===== src/rtl/branch_sched.sv =====
// Branch resolution controller: owns the NZCV flag register, tracks in-flight
// flag writers, resolves one branch at a time and sequences redirect/flush.
//
// state      | meaning
// -----------+-----------------------------------------------------------
// IDLE       | ready for a branch request
// WAIT_FLAGS | flag-based branch held until no flag writer is in flight
// RESOLVE    | condition evaluated from latched operands and flags
// REDIRECT   | taken branch: redirect pulse, flush held FLUSH_CYCLES cycles
module branch_sched #(
    parameter int WIDTH        = 32,
    parameter int FLUSH_CYCLES = 2,
    parameter int PEND_W       = 2
) (
    input  logic             clk,
    input  logic             reset,
    input  logic             br_valid,
    output logic             br_ready,
    input  logic [3:0]       br_cond,
    input  logic [WIDTH-1:0] br_r2,
    input  logic [WIDTH-1:0] br_r3,
    input  logic [WIDTH-1:0] br_target,
    input  logic             flag_issue,
    input  logic             flag_we,
    input  logic [3:0]       flag_nzcv,
    output logic [3:0]       flags,
    output logic             stall,
    output logic             resolve_done,
    output logic             resolve_taken,
    output logic             redirect_valid,
    output logic [WIDTH-1:0] redirect_pc,
    output logic             flush
);

    typedef enum logic [1:0] {
        IDLE       = 2'd0,
        WAIT_FLAGS = 2'd1,
        RESOLVE    = 2'd2,
        REDIRECT   = 2'd3
    } state_t;

    localparam int FC_W = (FLUSH_CYCLES > 1) ? $clog2(FLUSH_CYCLES) : 1;
    localparam logic [PEND_W-1:0] PEND_MAX = '1;

    state_t            state;
    logic [3:0]        cond_q;
    logic [WIDTH-1:0]  r2_q;
    logic [WIDTH-1:0]  r3_q;
    logic [PEND_W-1:0] pend;
    logic [FC_W-1:0]   fcnt;
    logic              taken;

    function automatic logic is_flag_cond(input logic [3:0] c);
        return (c == 4'b0110) || (c == 4'b0111) || (c == 4'b1000) ||
               (c == 4'b1010) || (c == 4'b1011);
    endfunction

    // flags are {N,Z,C,V}
    function automatic logic eval_cond(input logic [3:0] c,
                                       input logic [WIDTH-1:0] a,
                                       input logic [WIDTH-1:0] b,
                                       input logic [3:0] f);
        logic r;
        r = 1'b0;
        case (c)
            4'b0001: r = (a == b);
            4'b0010: r = ($signed(a) < $signed(b));
            4'b0011: r = (a < b);
            4'b0100: r = (a != b);
            4'b0101: r = ($signed(a) >= $signed(b));
            4'b0110: r = f[1] & ~f[2];
            4'b0111: r = ~f[1] | f[2];
            4'b1000: r = f[1];
            4'b1001: r = 1'b1;
            4'b1010: r = f[3];
            4'b1011: r = f[0];
            default: r = 1'b0;
        endcase
        return r;
    endfunction

    assign taken    = eval_cond(cond_q, r2_q, r3_q, flags);
    assign br_ready = (state == IDLE);
    assign stall    = (state == WAIT_FLAGS) || (state == RESOLVE);

    always_ff @(posedge clk or posedge reset) begin
        if (reset) begin
            state          <= IDLE;
            cond_q         <= '0;
            r2_q           <= '0;
            r3_q           <= '0;
            pend           <= '0;
            fcnt           <= '0;
            flags          <= '0;
            resolve_done   <= 1'b0;
            resolve_taken  <= 1'b0;
            redirect_valid <= 1'b0;
            redirect_pc    <= '0;
            flush          <= 1'b0;
        end else begin
            if (flag_we)
                flags <= flag_nzcv;

            // issue and writeback in the same cycle cancel out
            if (flag_issue && !flag_we && pend != PEND_MAX)
                pend <= pend + 1'b1;
            else if (flag_we && !flag_issue && pend != '0)
                pend <= pend - 1'b1;

            resolve_done   <= 1'b0;
            redirect_valid <= 1'b0;

            case (state)
                IDLE: begin
                    if (br_valid) begin
                        cond_q      <= br_cond;
                        r2_q        <= br_r2;
                        r3_q        <= br_r3;
                        redirect_pc <= br_target;
                        if (is_flag_cond(br_cond) && (pend != '0 || flag_issue))
                            state <= WAIT_FLAGS;
                        else
                            state <= RESOLVE;
                    end
                end
                WAIT_FLAGS: begin
                    if (pend == '0 && !flag_issue)
                        state <= RESOLVE;
                end
                RESOLVE: begin
                    resolve_done  <= 1'b1;
                    resolve_taken <= taken;
                    if (taken) begin
                        redirect_valid <= 1'b1;
                        flush          <= 1'b1;
                        fcnt           <= FC_W'(FLUSH_CYCLES - 1);
                        state          <= REDIRECT;
                    end else begin
                        state <= IDLE;
                    end
                end
                REDIRECT: begin
                    if (fcnt == '0) begin
                        flush <= 1'b0;
                        state <= IDLE;
                    end else begin
                        fcnt <= fcnt - 1'b1;
                    end
                end
                default: state <= IDLE;
            endcase
        end
    end

endmodule

===== config.mk =====
export PLATFORM = sky130hd
export DESIGN_NAME = branch_sched
export DESIGN_NICKNAME = d
export VERILOG_FILES = /design/src/rtl/branch_sched.sv
export SDC_FILE = /design/constraint.sdc
export NUM_CORES = 1
export LEC_CHECK = 0
export BUFFER_PORTS_ARGS = -buffer_cell sky130_fd_sc_hd__buf_2
export CAP_MARGIN = 20
export CORE_ASPECT_RATIO = 1.25
export CORE_UTILIZATION = 52
export DETAILED_ROUTE_END_ITERATION = 8
export PLACE_DENSITY = 0.9
export RECOVER_POWER = 50
export REMOVE_ABC_BUFFERS = 1
export SYNTH_ARGS = -nofsm -noshare
export SYNTH_HDL_FRONTEND = slang
export SYNTH_SLANG_ARGS = --single-unit

===== constraint.sdc =====
create_clock -name clk -period 4.5 [get_ports clk]
set_clock_uncertainty 0.05 [all_clocks]
set_input_delay 0.45 -clock clk [delete_from_list [all_inputs] [get_ports clk]]
set_output_delay 0.45 -clock clk [all_outputs]
set_load 0.02 [all_outputs]

Word level (Yosys, flattened, before mapping):

Index checks and enable logic that the tools add are counted.
Widths: inputs -> output; s select.

* flip-flop bits (word level): 113
* output and inout bits: 42

* $add $sub $neg: 3
* order comparisons: 3
* eq/ne operators: 26
* mux-type cells: 17
* bitwise gates (word level): 4
* reduce and logical (&&, ||, !) cells: 23

Operators by type and width (count)
* $lt 32x32->1: 2
* $eq 32x32->1: 1
* $ge 32x32->1: 1
* $ne 32x32->1: 1
* $eq 4x4->1 const B: 7
* $eq 4x3->1 const B: 6
* $mux 2: 7
* $pmux 1 s11: 1
* $eq 4x2->1 const B: 2
* $ne 2x2->1 const B: 4
* $pmux 2 s4: 1
* $logic_and 1x1->1: 6
* $logic_or 1x1->1: 6
* $mux 1: 6
* $reduce_and 3->1: 2
* $reduce_bool 2->1: 3
* $eq 2x2->1 const B: 2
* $eq 4x1->1 const B: 1
* $logic_not 2->1: 2
* $pmux 1 s2: 2
* $reduce_and 2->1: 2
* $add 2x1->2 const B: 1
* $eq 2x1->1 const B: 1
* $logic_not 1->1: 2
* other kinds (6): 7

Depth between registers and ports, before layout:

Gate-level depths: netlist of run 1.

* word-level depth: 9
* gate-level depth with buffers: 11

Worst setup path before layout of run 1:

OpenSTA, ideal clock, no wires.

* kind: reg2reg
* start point: register r2_q[31]
* end point: register fcnt
* setup time: 0.123 ns
* arrival: 2.266 ns
* data required time: 4.327 ns
* setup slack: 2.061 ns
* cell stages (with the launch flop): 10
* path buffers: 0
* period minus slack after synthesis: 2.439 ns
* path through: dfrtp_1 -> ha_1 -> nand4_4 -> nor4_4 -> nand3_2 -> o211a_1 -> a211o_1 -> o21ai_2 -> inv_2 -> o221a_1

* longest elaborated chain between the ends: 4
* elaborated cells on any way between the ends: 8

Ends and longest elaborated chain
* start, declared: RTL line 47 `logic [WIDTH-1:0] r2_q;`
* start signal, assigned: RTL line 117 `r2_q <= br_r2;`
* $ge 32x32->1 (tied with other cells): RTL line 70 `4'b0101: r = ($signed(a) >= $signed(b));`
* $pmux 1 s11 (*): RTL line 65 `case (c)`
* $ne 2x2->1 (no line) (*)
* $reduce_and 2->1 (no line) (*)
* end signal, assigned: RTL line 136 `fcnt <= FC_W'(FLUSH_CYCLES - 1);`
* end signal, assigned: RTL line 147 `fcnt <= fcnt - 1'b1;`
* end, declared: RTL line 50 `logic [FC_W-1:0] fcnt;`

Mark *: on every way between the ends. The rest lies on a longest branch, timed or not.
A chain may end at the register's enable or synchronous reset.

==> qor.yml, run 1 <==
placed_area_mm2: 0.006236
stdcell_count: 723
fp.dieH_um: 115.3
critPathLaunchType: "input port"
core_mm2: 0.01005
grt_max_degree: 84
cts_resized: 0
syn_inst: 420
place_congestion: 0.8031
power_density_mw_per_mm2: 782.1
fin_crit_sh_pct: 71.37
htreeDepth: 4
worstSetupPathType: "input port to async pin"
worstSetupEndpoint: "redirect_pc[29]"
firstDrtPassIters: 4
grt_pass1_wl_um: 17420
drtIter0Drc: 144
yosysSeqAreaShare_pct: 52.94
dp_slack_ns: 1.774
reg2reg_depth: 10
violations: "max-capacitance violations, max-slew violations"
fin_util_pct: 68.01
clockRootBuffer: "clkbuf_16"
clock_latency_ns: 0.40
ant_nets: 0
reg2reg_slack_ns: 1.73
antenna_found_initial: 1
mostFrequentLayoutCells: "113 x dfrtp_1, 110 x buf_2, 105 x mux2_2"
yosys_warnings: 0
clockBufferDepth: 2
via_per_inst: 5.159
setup_tns_ns: 0
p_leak_nw: 3.299
dieArea_mm2: 0.01068
crit_path_start: "reset"
io_pins: 151
crit_arrival_ns: 3.60
cts_made_buffers: 17
grt_pass1_vias: 3847
slew_violations: 76
post_cts_buffers: 0
syn_area_mm2: 0.005341
ys_types: 38
reg2reg_to: "fcnt"
period_needed_ns: 3.212
rsz0062_at_grt: "no"
drt-total-wl_um: 10780
status: "complete, but fails checks"
drc: 0
drive_above_1_share_pct: 43.17
via_count: 3730
maxCapViolations: 1
hold_viol_final: 0
area_growth_pct: 28.02
max_freq_ghz: 0.3114
initial_core_util_pct: 53.12
fin_ws_ns: 1.288
worst_pin_slew_ns: 1.816
worstHoldPathType: "input port to flop"
regToRegStartpoint: "r3_q[31]"
cts_tree: "built"
portBuffers: 150
setup_violations: 0
globalRouteOverflowTotal: 0
clock-sinks: 113
die_w_um: 92.65
wl_per_cell_um: 14.91
nets: 729
layout_commonest_cell: "dfrtp_1"
synth-seq-cells: 113
dp_hpwl_um: 7922
final_area_mm2: 0.006838
crit_fanout: 75
cp.required_ns: 4.89
dp_cells: 689
max-slew-margin-rel_pct: -21.07
grt_use_total_pct: 21.30
peakVddDrop_uv: 389.5
path_clk_slew_ns: 0.06
syn_avg_cell_area_um2: 12.72
end_kind: "async pin"
ctsHoldBuffers: 0
rows: 41
==> cell type report <==
type                       count  area (µm²)
tap                          129       161.4
sequential                   113        2828
clock inverter                 9       153.9
inverter                      43       162.7
fill                         746        3217
multi-input combinational    251        2310
antenna                        1       2.502
clock buffer                  22       484.2
timing repair buffer         155       735.7
==> synthesized netlist by cell type <==
cell	instances	share of area, %
a2111oi_0	1	0.16
a211o_1	2	0.33
a211oi_1	1	0.14
a21o_1	1	0.14
a21oi_1	21	2.0
a221o_1	2	0.37
a221oi_1	2	0.33
a22oi_1	1	0.14
a31oi_1	1	0.12
buf_2	1	0.094
clkbuf_1	12	0.84
dfrtp_1	113	53
ha_1	39	9.1
inv_1	42	3.0
inv_2	1	0.070
mux2_2	105	22
nand2_1	19	1.3
nand2b_1	1	0.12
nand3_1	5	0.47
nand3_2	1	0.19
nand4_1	8	0.94
nand4_4	1	0.40
nor2_1	10	0.70
nor2b_1	2	0.23
nor3_1	4	0.37
nor3b_1	1	0.14
nor4_4	1	0.40
o211a_1	1	0.19
o211ai_1	2	0.28
o21a_1	2	0.28
o21ai_0	9	0.84
o21ai_2	1	0.16
o221a_1	1	0.21
o221ai_1	1	0.16
o31ai_1	1	0.14
or3_1	2	0.23
xnor2_1	1	0.16
xor2_1	1	0.16
==> per-stage QoR <==
stage / power, W / hold WS [ns]
finish: 0.005348 / 0.2246
global route: 0.005713 / 0.2123
CTS: 0.005439 / 0.2079
detailed placement: 0.003982 / 0.4371
global placement: 0.003825 / 0.4333
floorplan: 0.003402 / 0.4298
==> flip-flops by register name (all words and copies together), names as in the netlist, 2 cells and up <==
name,flops
redirect_pc,32
pend,2
r3_q,32
cond_q,4
state,2
r2_q,32
flags,4
==> routing by layer <==
layer	track usage, %	wire length [µm]
met2	36.99	5838
met1	24.34	4260
met5	0	0
met3	6.812	524
met4	8.718	157
==> cells by family (layout without fill, tap and decap cells) <==
logic type	Yosys count	count (layout)	synth area share (%)
flip-flops	113	113	52.94
multiplexers	105	105	22.14
buffers and inverters	56	229	3.959
AND/OR/NAND/NOR	55	55	5.528
AO/OA/AOI/OAI	50	50	5.974
adder cells (fa/ha/maj)	39	39	9.136
XOR/XNOR	2	2	0.3280
other	0	1	0
==> power breakdown <==
part | leakage, nW | total [W] | switching, W | internal [W]
clock network | 0.308 | 0.00143 | 0.000448 | 0.000981
logic | 1.66 | 0.00212 | 0.00113 | 0.000987
registers | 1.33 | 0.00180 | 0.000284 | 0.00152
total | 3.30 | 0.00535 | 0.00186 | 0.00348
==> how the worst min path moves through the flow <==
stage | depth (start not counted) | slack, ns | endpoint | from
6_report | 2 | 0.22 | redirect_pc[13] | br_target[13]
3_5_place_dp | 1 | 0.44 | redirect_pc[22] | redirect_pc[22]
3_3_place_gp | 1 | 0.43 | redirect_pc[10] | redirect_pc[10]
4_1_cts | 2 | 0.21 | redirect_pc[13] | br_target[13]
5_1_grt | 2 | 0.21 | redirect_pc[3] | br_target[3]
2_1_floorplan | 1 | 0.43 | r2_q[0] | r2_q[0]
==> worst max-delay path, cell delays in order <==
cell and delay, ns:
dlygate4sd3_1 0.55, buf_2 0.13, clkinvlp_2 0.26, clkbuf_2 1.38
clkbuf_2 0.80
No activity file was read; power rests on OpenSTA's default activity.
==> run 2: changes to the inputs <==
--- a/config.mk
+++ b/config.mk
@@ -8,9 +8,9 @@
 export BUFFER_PORTS_ARGS = -buffer_cell sky130_fd_sc_hd__buf_2
 export CAP_MARGIN = 20
 export CORE_ASPECT_RATIO = 1.25
-export CORE_UTILIZATION = 52
+export CORE_UTILIZATION = 47
 export DETAILED_ROUTE_END_ITERATION = 8
-export PLACE_DENSITY = 0.9
+export PLACE_DENSITY = 0.86
 export RECOVER_POWER = 50
 export REMOVE_ABC_BUFFERS = 1
 export SYNTH_ARGS = -nofsm -noshare
==> constraint.sdc (replaced) <==
create_clock -name clk -period 2.7 [get_ports clk]
set_clock_uncertainty 0.05 [all_clocks]
set_input_delay 0.27 -clock clk [delete_from_list [all_inputs] [get_ports clk]]
set_output_delay 0.27 -clock clk [all_outputs]
set_load 0.02 [all_outputs]
==> run 2 against run 1 <==
Against the previous run:
- the flow now finishes without violations
- hold slack worse by 0.18 ns
- flip-flop and latch count stayed put
- sequential power is 67% higher
- setup slack worse by 1.2 ns
- sequential share of layout area is 0.75 points lower
- power is 71% higher
- wire length is 2.4% higher
- utilization is 5.2 points lower
- global-route usage is 1.3 points lower
- critical path depth is 4 higher
- final area is 1.8% higher
- critical path type is now flop to flop
- via count is 2.8% higher
==> qor.yml, run 2 (synthesized netlist as in run 1, its figures left out) <==
diodes: 0  # -1
period_needed_ns: 2.649
status: "completed"
fin_ws_ns: 0.05133  # -1.237 ns
die_w_um: 97.35  # +5.1%
dp_cells: 697  # +1.2%
whs_ns: 0.04876  # -0.1759 ns
grt_pass1_vias: 4097  # +6.5%
slew_violations: 0  # -100%
cp.required_ns: 2.93  # -1.96 ns
wl_per_cell_um: 15.00  # +0.58%
via_count: 3836  # +2.8%
globalRouteOverflowTotal: 0  # unchanged
area_growth_pct: 30.38
drive_above_1_share_pct: 45.26  # +2.1 points
cts_made_buffers: 17  # unchanged
max-slew-margin-rel_pct: 16.89  # +38 points
firstDrtPassIters: 4  # unchanged
worst_pin_slew_ns: 1.247  # -0.5694 ns
fin_crit_sh_pct: 98.10
grt_max_degree: 101  # +20%
drtIter0Drc: 89  # -38%
stdcell_count: 736  # +1.8%
grt_use_total_pct: 19.95  # -1.3 points
clock_latency_ns: 0.40  # about the same
max_freq_ghz: 0.3775
end_kind: "flop"
reg2reg_slack_ns: 0.05  # -1.68 ns
maxCapViolations: 0  # -1
drt-total-wl_um: 11040  # +2.4%
hold_viol_final: 0  # unchanged
drc: 0  # unchanged
htreeDepth: 4  # unchanged
reg2reg_to: "state[1]"
core_mm2: 0.01108  # +10%
rsz0062_at_grt: "yes"
regToRegStartpoint: "r2_q[7]"
wl_met2_um: 5881  # +0.74%
clockRootBuffer: "clkbuf_16"
fp.dieH_um: 121.2  # +5.1%
ant_nets: 0  # unchanged
io_pins: 151  # unchanged
n_fill_cell: 892  # +20%
place_congestion: 0.7272  # -9.5%
cts_tree: "built"
clock-sinks: 113  # unchanged
dp_hpwl_um: 7908  # -0.18%
antenna_found_initial: 0  # -1
met1_length_um: 4452  # +4.5%
worstHoldPathType: "input port to flop"
p_leak_nw: 3.340  # +1.3%
portBuffers: 150  # unchanged
initial_core_util_pct: 48.19  # -4.9 points
dieArea_mm2: 0.01180  # +10%
critPathLaunchType: "flop"
power_density_mw_per_mm2: 1312  # +68%
rows: 43  # +4.9%
min_path_cells: 2  # unchanged
wl_met3_um: 495  # -5.5%
reg2reg_depth: 9  # -1
grt_pass1_wl_um: 18640  # +7.0%
via_per_inst: 5.212  # +1.0%
setup_violations: 0  # unchanged
clockBufferDepth: 2  # unchanged
hp-start: "br_r2[8]"
reg_top3: "r2_q x32, r3_q x32, redirect_pc x32"
peakVddDrop_uv: 703.8  # +81%
crit_arrival_ns: 2.88  # -0.72 ns
crit_fanout: 4  # -95%
whs_endpoint: "r2_q[8]"
path_clk_slew_ns: 0.05  # about the same
mostFrequentLayoutCells: "113 x dfrtp_1, 110 x buf_2, 105 x mux2_2"
layout_commonest_cell: "dfrtp_1"
nets: 736  # +0.96%
crit_path_start: "r2_q[7]"
top_layer_used: "met4"
dp_slack_ns: -0.06970  # -1.844 ns
worstSetupPathType: "flop to flop"
-- run 2: changes by cell type in the layout (fill, tap and decap cells not counted), moves of 3 or more --
cell      delta
clkinv_2     +3
buf_4        +7
ha_4         +3
ha_1         -3
-- run 2: worst max-delay path, cell delays in order (launching register included) --
cell and delay [ns]:
dfrtp_1 0.39, ha_1 0.33, a21oi_1 0.15, o21ai_1 0.11, a221o_1 0.33, a211o_1 0.26, a2111oi_2 0.29, a211o_1 0.23
o21ai_4 0.09, a221oi_1 0.30
-- run 2: timing repair --
action                     in CTS  in global routing
hold endpoints to repair       26                  0
setup endpoints to repair       4                  4
buffers inserted                3                  3
hold buffers                    1                  0
pin swaps                       5                  9
gates resized for setup         4                  9
-- run 2: how the worst max path moves through the flow --
stage and endpoint:
3_5_place_dp state[1], 6_report state[1], 2_1_floorplan cond_q[0], 3_3_place_gp state[1], 5_1_grt state[1], 4_1_cts fcnt
-- run 2: area by class of cell --
cell class	count	area, µm²	area share [%]
Clock buffer	21	460.4	6.612
Timing Repair Buffer	162	805.8	11.57
Inverter	43	161.4	2.318
Tap cell	135	168.9	2.425
Multi-Input combinational cell	251	2380	34.17
Sequential cell	113	2828	40.60
Clock inverter	11	160.2	2.300
-- run 2: through the flow --
step                      TNS (ns)  power (W)  utilization [%]  area (µm²)
after detailed placement  -0.06970   0.006703            56.69        6284
after global routing      -0.05074   0.009810            62.84        6964
final                            0   0.009138            62.84        6964
after CTS                        0   0.009163            62.71        6950
after global placement           0   0.006448            56.69        6284
after floorplan            -151.76   0.005669                -        5291
-- run 2: metal layers --
metal  track usage [%]  vias to the layer above
met5                 0                        -
met3             4.839                       19
met2             35.30                      112
met1             22.92                     1886
met4             8.915                        0
li1                  -                     1819
-- run 2: where the power goes --
group	total, W	internal [W]	switching, W
registers	0.00300	0.00253	0.000473
logic	0.00381	0.00181	0.00200
clock network	0.00233	0.00158	0.000744
total	0.00914	0.00592	0.00322
==> run 3: changes to the inputs <==
--- a/config.mk
+++ b/config.mk
@@ -12,7 +12,8 @@
 export DETAILED_ROUTE_END_ITERATION = 8
 export PLACE_DENSITY = 0.86
 export RECOVER_POWER = 50
-export REMOVE_ABC_BUFFERS = 1
+export SETUP_SLACK_MARGIN = 0.5
+export SLEW_MARGIN = 20
 export SYNTH_ARGS = -nofsm -noshare
 export SYNTH_HDL_FRONTEND = slang
 export SYNTH_SLANG_ARGS = --single-unit
==> run 3 against run 2 <==
Against the previous run:
- final cell count grew 1.2%
- clock power grew 2%
- critical path type unchanged
- final area grew 3.6%
- fmax grew 1.5%
- hold slack lost 0.0054 ns
- sequential share of layout area shrank 1.4 points
- die area is the same
- critical endpoint is now fcnt
- combinational power grew 11%
==> qor.yml, run 3 (synthesized netlist as in run 1, its figures left out) <==
max-slew-margin-rel_pct: 33.65  # +17 points
drc: 0  # unchanged
drt-total-wl_um: 12560  # +14%
via_per_inst: 5.305  # +1.8%
area_growth_pct: 35.02
globalRouteOverflowTotal: 0  # unchanged
clockRootBuffer: "clkbuf_16"
grt_pass1_wl_um: 20090  # +7.8%
peakVddDrop_uv: 661.7  # -6.0%
diodes: 0  # unchanged
stdcell_count: 745  # +1.2%
met1_usage_pct: 23.26  # +0.35 points
reg2reg_slack_ns: 0.09  # +0.04 ns
initial_core_util_pct: 48.19  # unchanged
place_congestion: 0.7591  # +4.4%
p_int_w: 0.006177  # +4.4%
hold_viol_final: 0  # unchanged
core_mm2: 0.01108  # unchanged
critPathLaunchType: "flop"
period_needed_ns: 2.610  # -0.03895 ns
rows: 43  # unchanged
fin_util_pct: 65.07  # +2.2 points
power_w: 0.009685  # +6.0%
cts_made_buffers: 17  # unchanged
setup_violations: 0  # unchanged
gr-usage-met2_pct: 41.55  # +6.3 points
antenna_found_initial: 0  # unchanged
dieArea_mm2: 0.01180  # unchanged
fp.dieH_um: 121.2  # unchanged
drive_above_1_share_pct: 48.85  # +3.6 points
end_kind: "flop"
power_density_mw_per_mm2: 1343  # +2.3%
grt_max_degree: 41  # -59%
cp.required_ns: 2.93  # about the same
worstHoldPathType: "input port to flop"
syn_nets: 568
n_fill_cell: 854  # -4.3%
max_freq_ghz: 0.3832  # +1.5%
worstSetupPathType: "flop to flop"
rsz0062_at_grt: "yes"
grt_pass1_vias: 4325  # +5.6%
busiest_layer: "met2"
path_clk_slew_ns: 0.05  # about the same
clockBufferDepth: 2  # unchanged
clkPwrFrac_pct: 24.5  # -1.0 points
p_comb_share_pct: 43.7  # +2.0 points
p_leak_nw: 3.387  # +1.4%
fin_crit_sh_pct: 96.66  # -1.4 points
sw_frac_of_total_pct: 36.22  # +1.0 points
grt_use_total_pct: 22.02  # +2.1 points
grt.met3_usage_pct: 5.760  # +0.92 points
slew_violations: 0  # unchanged
clock_latency_ns: 0.40  # about the same
status: "completed"
dp_cells: 698  # +0.14%
via_count: 3952  # +3.0%
maxCapViolations: 0  # unchanged
worst_pin_slew_ns: 0.9952  # -0.2514 ns
nets: 745  # +1.2%
cts_tree: "built"
crit_fanout: 4  # unchanged
layout_commonest_cell: "dfrtp_1"
drtIter0Drc: 153  # +72%
firstDrtPassIters: 4  # unchanged
io_pins: 151  # unchanged
p_sw_w: 0.003508  # +9.0%
die_w_um: 97.35  # unchanged
crit_arrival_ns: 2.84  # -0.04 ns
dp_hpwl_um: 8678  # +9.7%
ant_nets: 0  # unchanged
mostFrequentLayoutCells: "113 x dfrtp_1, 110 x buf_2, 105 x mux2_2"
portBuffers: 150  # unchanged
p_seq_share_pct: 31.8  # -1.0 points
clock-sinks: 113  # unchanged
htreeDepth: 4  # unchanged
reg_top3: "r2_q x32, r3_q x32, redirect_pc x32"
wl_per_cell_um: 16.86  # +12%
## run 3: worst paths after layout
| path | startpoint | cells after the start | to |
|---|---|---|---|
| min reg2reg | redirect_pc[31] | 1 | redirect_pc[31] |
| max reg2reg | r2_q[19] | 9 | fcnt |
| min in group asynchronous | reset | 3 | flags[1] |
| max in group asynchronous | reset | 4 | r3_q[13] |
| min | br_target[26] | 2 | redirect_pc[26] |
| max | r2_q[19] | 9 | fcnt |
## run 3: critical path, stage by stage (launching register included)
cell	delay, ns
dfrtp_1	0.41
ha_4	0.30
nand4_1	0.16
nor4_4	0.37
nand3_2	0.13
o211a_1	0.23
a211o_1	0.29
o21ai_4	0.21
inv_2	0.07
o221a_1	0.26
## run 3: power by group through the flow
| stage | Sequential (W) | Clock [W] | Combinational, W |
|---|---|---|---|
| after floorplan | 0.00324 | 0 | 0.00245 |
| after global placement | 0.00296 | 0 | 0.00356 |
| after detailed placement | 0.00303 | 0 | 0.00375 |
| after CTS | 0.00305 | 0.00241 | 0.00406 |
| after global routing | 0.00318 | 0.00247 | 0.00463 |
| final | 0.00308 | 0.00237 | 0.00424 |
## run 3: repair_timing
item / in CTS / in global routing
hold buffers: 1 / 0
pin swaps: 25 / 19
endpoints found under the setup margin: 6 / 6
hold endpoints to repair: 18 / 0
buffers inserted: 9 / 5
cloned: 0 / 0
gates resized for setup: 12 / 12
## run 3: area by class of cell
type | count | area, µm² | share of cell area, %
flip-flops and latches | 113 | 2828 | 39.21
inverters | 43 | 162.7 | 2.255
multi-input cells | 251 | 2534 | 35.13
clock inverters | 13 | 183.9 | 2.550
repair buffers | 171 | 882.1 | 12.23
well taps | 135 | 168.9 | 2.342
clock buffers | 19 | 452.9 | 6.280
## run 3: metrics by stage
step	worst slack [ns]	hold slack, ns	TNS, ns	instance area [µm²]
2_1_floorplan	0.2984	0.3588	0	5376
3_3_place_gp	0.1408	0.2612	0	6336
3_5_place_dp	-0.02597	0.2754	-0.02597	6336
4_1_cts	0.09101	0.03207	0	7164
5_1_grt	-0.05387	0.03829	-0.1118	7212
6_report	0.09028	0.04334	0	7212
## run 3: metal layers
metal | wire length, µm | part of all wire [%]
met1 | 4741 | 38
met3 | 645 | 5.1
met4 | 231 | 1.8
met5 | 0 | 0
met2 | 6944 | 55
